--- config.mk ---
export PLATFORM = sky130hd
export DESIGN_NAME = lw_sha_round_ctrl
export DESIGN_NICKNAME = d
export VERILOG_FILES = /design/src/rtl/lw_sha_round_ctrl.sv
export SDC_FILE = /design/constraint.sdc
export NUM_CORES = 1
export LEC_CHECK = 0
export ABC_CLOCK_PERIOD_IN_PS = 13000
export BUFFER_PORTS_ARGS = -buffer_cell sky130_fd_sc_hd__buf_2
export CAP_MARGIN = 20
export CORE_AREA = 2 2 457 459
export CTS_BUF_LIST = sky130_fd_sc_hd__clkbuf_4
export CTS_CLUSTER_DIAMETER = 30
export DETAILED_ROUTE_END_ITERATION = 6
export DIE_AREA = 0 0 459 461
export SLEW_MARGIN = 20
export SYNTH_ARGS = -nofsm -noshare
export SYNTH_HDL_FRONTEND = slang
export SYNTH_SLANG_ARGS = --single-unit
--- constraint.sdc ---
create_clock -name clk -period 13 [get_ports clk]
set_clock_uncertainty 0.1 [all_clocks]
set_input_delay 2.6 -clock clk [delete_from_list [all_inputs] [get_ports clk]]
set_output_delay 2.6 -clock clk [all_outputs]
set_load 0.02 [all_outputs]
--- src/rtl/lw_sha_round_ctrl.sv ---
// Round sequencer for the masked SHA-2 compression datapath: holds the working state and feeds one round per word/random handshake.
// Optional build macro LW_SHA_DUMMY_ROUND_EN adds dummy_i for randomness-only dummy rounds.
module lw_sha_round_ctrl #(
    parameter int WORD_W = 32,
    parameter bit S64    = 1'b0
) (
    input  logic                      clk,
    input  logic                      rst,
    input  logic                      start_i,
    input  logic                      mode_i,
    input  logic [8*(WORD_W+2)-1:0]   init_state_i,
    output logic                      busy_o,
    input  logic                      w_valid_i,
    input  logic [WORD_W-1:0]         w_data_i,
    output logic                      w_ready_o,
    input  logic                      rnd_valid_i,
    input  logic [3:0]                rnd_i,
    output logic                      rnd_ready_o,
    output logic [8*(WORD_W+2)-1:0]   rd_state_o,
    output logic [WORD_W-1:0]         rd_word_o,
    output logic [3:0]                rd_random_o,
    output logic [6:0]                rd_round_o,
    output logic                      rd_mode_o,
    input  logic [8*(WORD_W+2)-1:0]   rd_new_state_i,
    output logic                      done_o,
    output logic [8*(WORD_W+2)-1:0]   state_o,
    input  logic                      ack_i,
    input  logic                      abort_i,
`ifdef LW_SHA_DUMMY_ROUND_EN
    input  logic                      dummy_i,
`endif
    output logic [1:0]                dbg_state_o
);

    localparam int STATE_W = 8 * (WORD_W + 2);

    // Handshake: a word and a random nibble are consumed together in the cycle
    // where both valids are high in RUN; the ready outputs are combinational.
    typedef enum logic [1:0] {
        IDLE = 2'd0,
        RUN  = 2'd1,
        DONE = 2'd2
    } fsm_t;

    fsm_t               fsm_q, fsm_d;
    logic [STATE_W-1:0] state_q, state_d;
    logic [6:0]         round_q, round_d;
    logic               mode_q, mode_d;
    logic [6:0]         last_round;
    logic               dummy_round;
    logic               fire;

`ifdef LW_SHA_DUMMY_ROUND_EN
    logic [1:0]         dummy_q, dummy_d;

    // After three back-to-back dummies a real round must fire before the next dummy.
    assign dummy_round = (fsm_q == RUN) && rnd_valid_i && dummy_i && (dummy_q != 2'd3);
`else
    assign dummy_round = 1'b0;
`endif

    assign last_round = mode_q ? 7'd79 : 7'd63;
    assign fire       = (fsm_q == RUN) && w_valid_i && rnd_valid_i && !dummy_round;

    always_ff @(posedge clk or posedge rst) begin
        if (rst) begin
            fsm_q   <= IDLE;
            state_q <= '0;
            round_q <= '0;
            mode_q  <= 1'b0;
`ifdef LW_SHA_DUMMY_ROUND_EN
            dummy_q <= '0;
`endif
        end else begin
            fsm_q   <= fsm_d;
            state_q <= state_d;
            round_q <= round_d;
            mode_q  <= mode_d;
`ifdef LW_SHA_DUMMY_ROUND_EN
            dummy_q <= dummy_d;
`endif
        end
    end

    always_comb begin
        fsm_d       = fsm_q;
        state_d     = state_q;
        round_d     = round_q;
        mode_d      = mode_q;
        w_ready_o   = 1'b0;
        rnd_ready_o = 1'b0;
`ifdef LW_SHA_DUMMY_ROUND_EN
        dummy_d     = dummy_q;
`endif
        case (fsm_q)
            IDLE: begin
                if (start_i) begin
                    state_d = init_state_i;
                    mode_d  = S64 ? mode_i : 1'b0;
                    round_d = '0;
                    fsm_d   = RUN;
`ifdef LW_SHA_DUMMY_ROUND_EN
                    dummy_d = '0;
`endif
                end
            end
            RUN: begin
                if (dummy_round) begin
                    rnd_ready_o = 1'b1;
`ifdef LW_SHA_DUMMY_ROUND_EN
                    dummy_d     = dummy_q + 2'd1;
`endif
                end else if (fire) begin
                    w_ready_o   = 1'b1;
                    rnd_ready_o = 1'b1;
                    state_d     = rd_new_state_i;
`ifdef LW_SHA_DUMMY_ROUND_EN
                    dummy_d     = '0;
`endif
                    // The counter parks on the last index so it never wraps.
                    if (round_q == last_round) fsm_d = DONE;
                    else                       round_d = round_q + 7'd1;
                end
            end
            DONE: begin
                if (ack_i) fsm_d = IDLE;
            end
            default: fsm_d = IDLE;
        endcase

        // Abort wins over everything and wipes the masked state; nothing is consumed.
        if (abort_i) begin
            fsm_d       = IDLE;
            state_d     = '0;
            round_d     = '0;
            w_ready_o   = 1'b0;
            rnd_ready_o = 1'b0;
`ifdef LW_SHA_DUMMY_ROUND_EN
            dummy_d     = '0;
`endif
        end
    end

    assign busy_o      = (fsm_q != IDLE);
    assign done_o      = (fsm_q == DONE);
    assign state_o     = state_q;
    assign rd_state_o  = state_q;
    assign rd_word_o   = w_data_i;
    assign rd_random_o = rnd_i;
    assign rd_round_o  = round_q;
    assign rd_mode_o   = mode_q;
    assign dbg_state_o = fsm_q;

endmodule

# == Word level (Yosys, flattened, before mapping) ==
# Cells that the tools add are included.
# word_totals
reg_bits,281
in_bits,588
out_inout_bits,594
word_cells,38
# classes
add_sub_neg,1
eq_ne,8
mux,18
reduce_logical,8
# op_table
op,n
two-way mux 272 bit,3
case mux 272 bit (2 select lines),1
two-way mux 7 bit,4
case mux 7 bit (2 select lines),1
two-way mux 2 bit,5
!= test 3 bit (second input constant),3
AND reduction 4 bit,2
adder 7 x 1 -> 7 bit (second input constant),1
== test 7 x 6 -> 1 bit (second input constant),1
case mux 2 bit (3 select lines),1
two-way mux 1 bit,3
!= test 3 x 1 -> 1 bit (second input constant),1
!= test 3 x 2 -> 1 bit (second input constant),1
AND reduction 3 bit,1
nonzero test 3 bit,1
== test 2 x 1 -> 1 bit (second input constant),1
== test 2 bit (second input constant),1
logical AND 1 bit,2
logical NOT 2 bit,1
nonzero test 2 bit,1

# == Longest topological paths before layout ==
# depth
ltp_word,6
depth_mapped,7
mapped_depth_nobuf,5

# == Least setup slack after synthesis ==
# OpenSTA, ideal clock, no wires.
# synth_path
path_type,input to output
startpoint,input port abort_i
endpoint,output port w_ready_o
t_arrival_ps,3617
path_slack_ps,6683
stages,4
cell_sequence,or3b_1 clkbuf_1 nor2_2 buf_4
# synth_via
elab_chain_len,1
# synth_rtl
item,line_no,rtl
from (decl),28,"input logic abort_i,"
two-way mux 1 bit,-,
to (decl),15,"output logic w_ready_o,"
# Every way passes these cells.

# == Worst setup path after layout ==
# layout_path
startpoint,input port abort_i
endpoint,output port rnd_ready_o
# layout_via
elab_chain_len,1
# layout_rtl
item,line_no,rtl
two-way mux 1 bit,132,if (abort_i) begin
to (decl),18,"output logic rnd_ready_o,"
# Every way passes these cells.

==> results.tsv <==
metric	value	unit
synth.distinct_cells	33	
syn_area_per_cell	9.27	um2
fin_nets	2987	
hold-path-cell-count	1	
grt_pass1_vias	15600	
clk_latency	1.08	ns
num_rows	167	
cts_buffer_depth	3	
drive_gt1_frac	0.527	
synth_xor_area_frac	0	
end_kind	primary output	
grt_pass1_wl	167000	um
drt-pass1-iter-count	6	
crit_type	in -> out	
leakagePower	10.8	nW
wire_per_inst	26.4	um
clock-sinks	281	
core	0.206	mm2
ys_seq_area_frac	0.481	
cp_top_family	simple AND/OR/NAND/NOR gates	
synth_mux_area_frac	0.000685	
clock-root-buffer	clkbuf_4	
synth_simple_gate_area_frac	0.149	
reg2reg_from	dbg_state_o[0]	
ant_nets	0	
holdBufCountCts	0	
ctsHtreeMaxLevel	3	
startpoint_type	input pin	
fin_crit	6.59	ns
final_cells	5223	
relSlewSlack	0.376	
regToRegSetupSlack	9.52	ns
r2r_cells	7	
reg2reg_to	rd_state_o[214]	
gp_congestion	0.939	
worst_path_max_delay_cell	or3b_1	
dr.first_iter.drc_count	1281	
fin_setup_tns	0	ns
worstHoldStart	rd_round_o[6]	
cts_buffers	110	
start_util	0.0708	
setup_viol	0	
grt_max_degree	119	
synth_compound_area_frac	0.173	
ios	1182	
postCtsSetupBuffers	0	
path_cells	buf_2 > or3b_1 > nor2_2 > buf_2	
synth_fa_ha_area_frac	0.000856	
slowest_delay	0.48	ns
hold_class	reg -> reg	
yosysTopAreaCellShare	0.481	
powerDensity	147	mW/mm2
slew_violations	0	
die_x	459	um
period_share	0.507	
p_total	0.00329	W
finalHoldViolCount	0	
tightest_slew	0.937	ns
io_buffers	1107	
status	finished, final reports clean	
max_freq	152	MHz
max-cap-violations	0	
route.vias.total	16400	
fp.dieH	461	um
clk_pin_slew	0.06	ns
arrival	3.89	ns
synth_seq_cells	281	
ys.warnings.count	0	
netlist_instances	1577	
grt_overflow	0	
totalWireLength	138000	um
cp_num_buf_inv	2	
synth_top_cells_by_area	dfrtp_1 48%, a221oi_1 16%, buf_4 16%	
hpwlAfterDp	118000	um
synth_top_family_by_area	buffers and inverters	
avgViaCountPerCell	3.15	
syn_area	0.0146	mm2
path_max_fanout	7	
cp_common_cell	buf_2	
area_growth	53.6	%
die-area	0.212	mm2
antenna_found_initial	60	
yosysTopAreaCell	dfrtp_1	
ctsResizeCount	0	
dp_cells	4990	
syn_nets	2166	
grt_usage	0.124	
cts_tree	built	
rsz0062_at_grt	no	
peakVddDrop	62.9	uV
route.detailed.drc	0	
worst-endpoint-required	10.30	ns
whs_endpoint	rd_round_o[6]	
-- metal layers --
metal | GRT usage | part of all wire
met4 | 0.0644 | 0.055
met2 | 0.208 | 0.47
met3 | 0.0665 | 0.14
met5 | 0 | 0.00064
met1 | 0.125 | 0.33
-- layout by cell type (no fill, tap or decap), drive strengths merged, types with 3 or more instances in the layout --
cell type,Yosys,layout
buf,369,1140
nor2,549,549
dfrtp,281,281
a221oi,273,273
clkbuf,62,137
clkinv,0,47
diode,0,45
o21ai,5,5
inv,3,5
nand2,4,4
a31oi,4,4
a21oi,3,3
-- per-stage QoR --
stage	cell area, um2	hold WS, ns	worst slack (ns)	utilization
2_1_floorplan	14600	0.510	2.55	-
3_3_place_gp	21000	0.395	6.38	0.102
3_5_place_dp	21000	0.401	6.40	0.102
4_1_cts	22300	0.417	6.40	0.108
5_1_grt	22400	0.430	6.31	0.108
6_report	22500	0.406	6.41	0.109
-- logic make-up (layout without fill, tap and decap cells) --
| group | after synthesis | after routing |
|---|---|---|
| simple gates | 567 | 567 |
| buf+inv | 434 | 1331 |
| compound gates | 292 | 292 |
| flops | 281 | 281 |
| fa+ha+maj | 1 | 1 |
| other cells | 1 | 46 |
| mux | 1 | 1 |
-- registers in the layout (all words and copies together) (netlist names) --
signal       count
dbg_state_o      2
rd_round_o       7
rd_state_o     272
-- cell usage after synthesis, drive strengths merged --
master / count
nor3: 2
a221oi: 273
a221o: 1
a2111oi: 1
and2: 2
conb: 1
o21ai: 5
or3b: 1
o31ai: 1
a21oi: 3
dfrtp: 281
a31oi: 4
buf: 369
nor3b: 1
nand4b: 1
clkbuf: 62
inv: 3
a21o: 2
and3: 2
nor2b: 2
nor2: 549
mux2i: 1
o21a: 1
a22oi: 1
ha: 1
or2: 1
nand2: 4
nand3: 2
-- cell type report --
| type | count | area [um2] |
|---|---|---|
| Sequential cell | 281 | 7030 |
| Antenna cell | 45 | 113 |
| Timing Repair Buffer | 1140 | 5840 |
| Clock buffer | 137 | 1030 |
| Tap cell | 2704 | 3380 |
| Multi-Input combinational cell | 862 | 4750 |
| Inverter | 3 | 18.8 |
| Fill cell | 24000 | 184000 |
| Clock inverter | 51 | 288 |
-- where the power goes --
group	leakage [nW]	internal, W	switching (W)	total, W
logic	6.60	0.000297	0.000772	0.00107
clock network	0.779	0.000533	0.000532	0.00107
registers	3.46	0.000982	0.000178	0.00116
total	10.8	0.00181	0.00148	0.00329
-- how the worst max path moves through the flow --
stage / from / endpoint / depth (start not counted)
after floorplan: rst / dbg_state_o[0] / 1
after global placement: abort_i / rnd_ready_o / 4
after detailed placement: abort_i / rnd_ready_o / 4
after CTS: abort_i / rnd_ready_o / 4
after global routing: abort_i / rnd_ready_o / 4
final: abort_i / rnd_ready_o / 4
(Power assumes the default switching activity.)
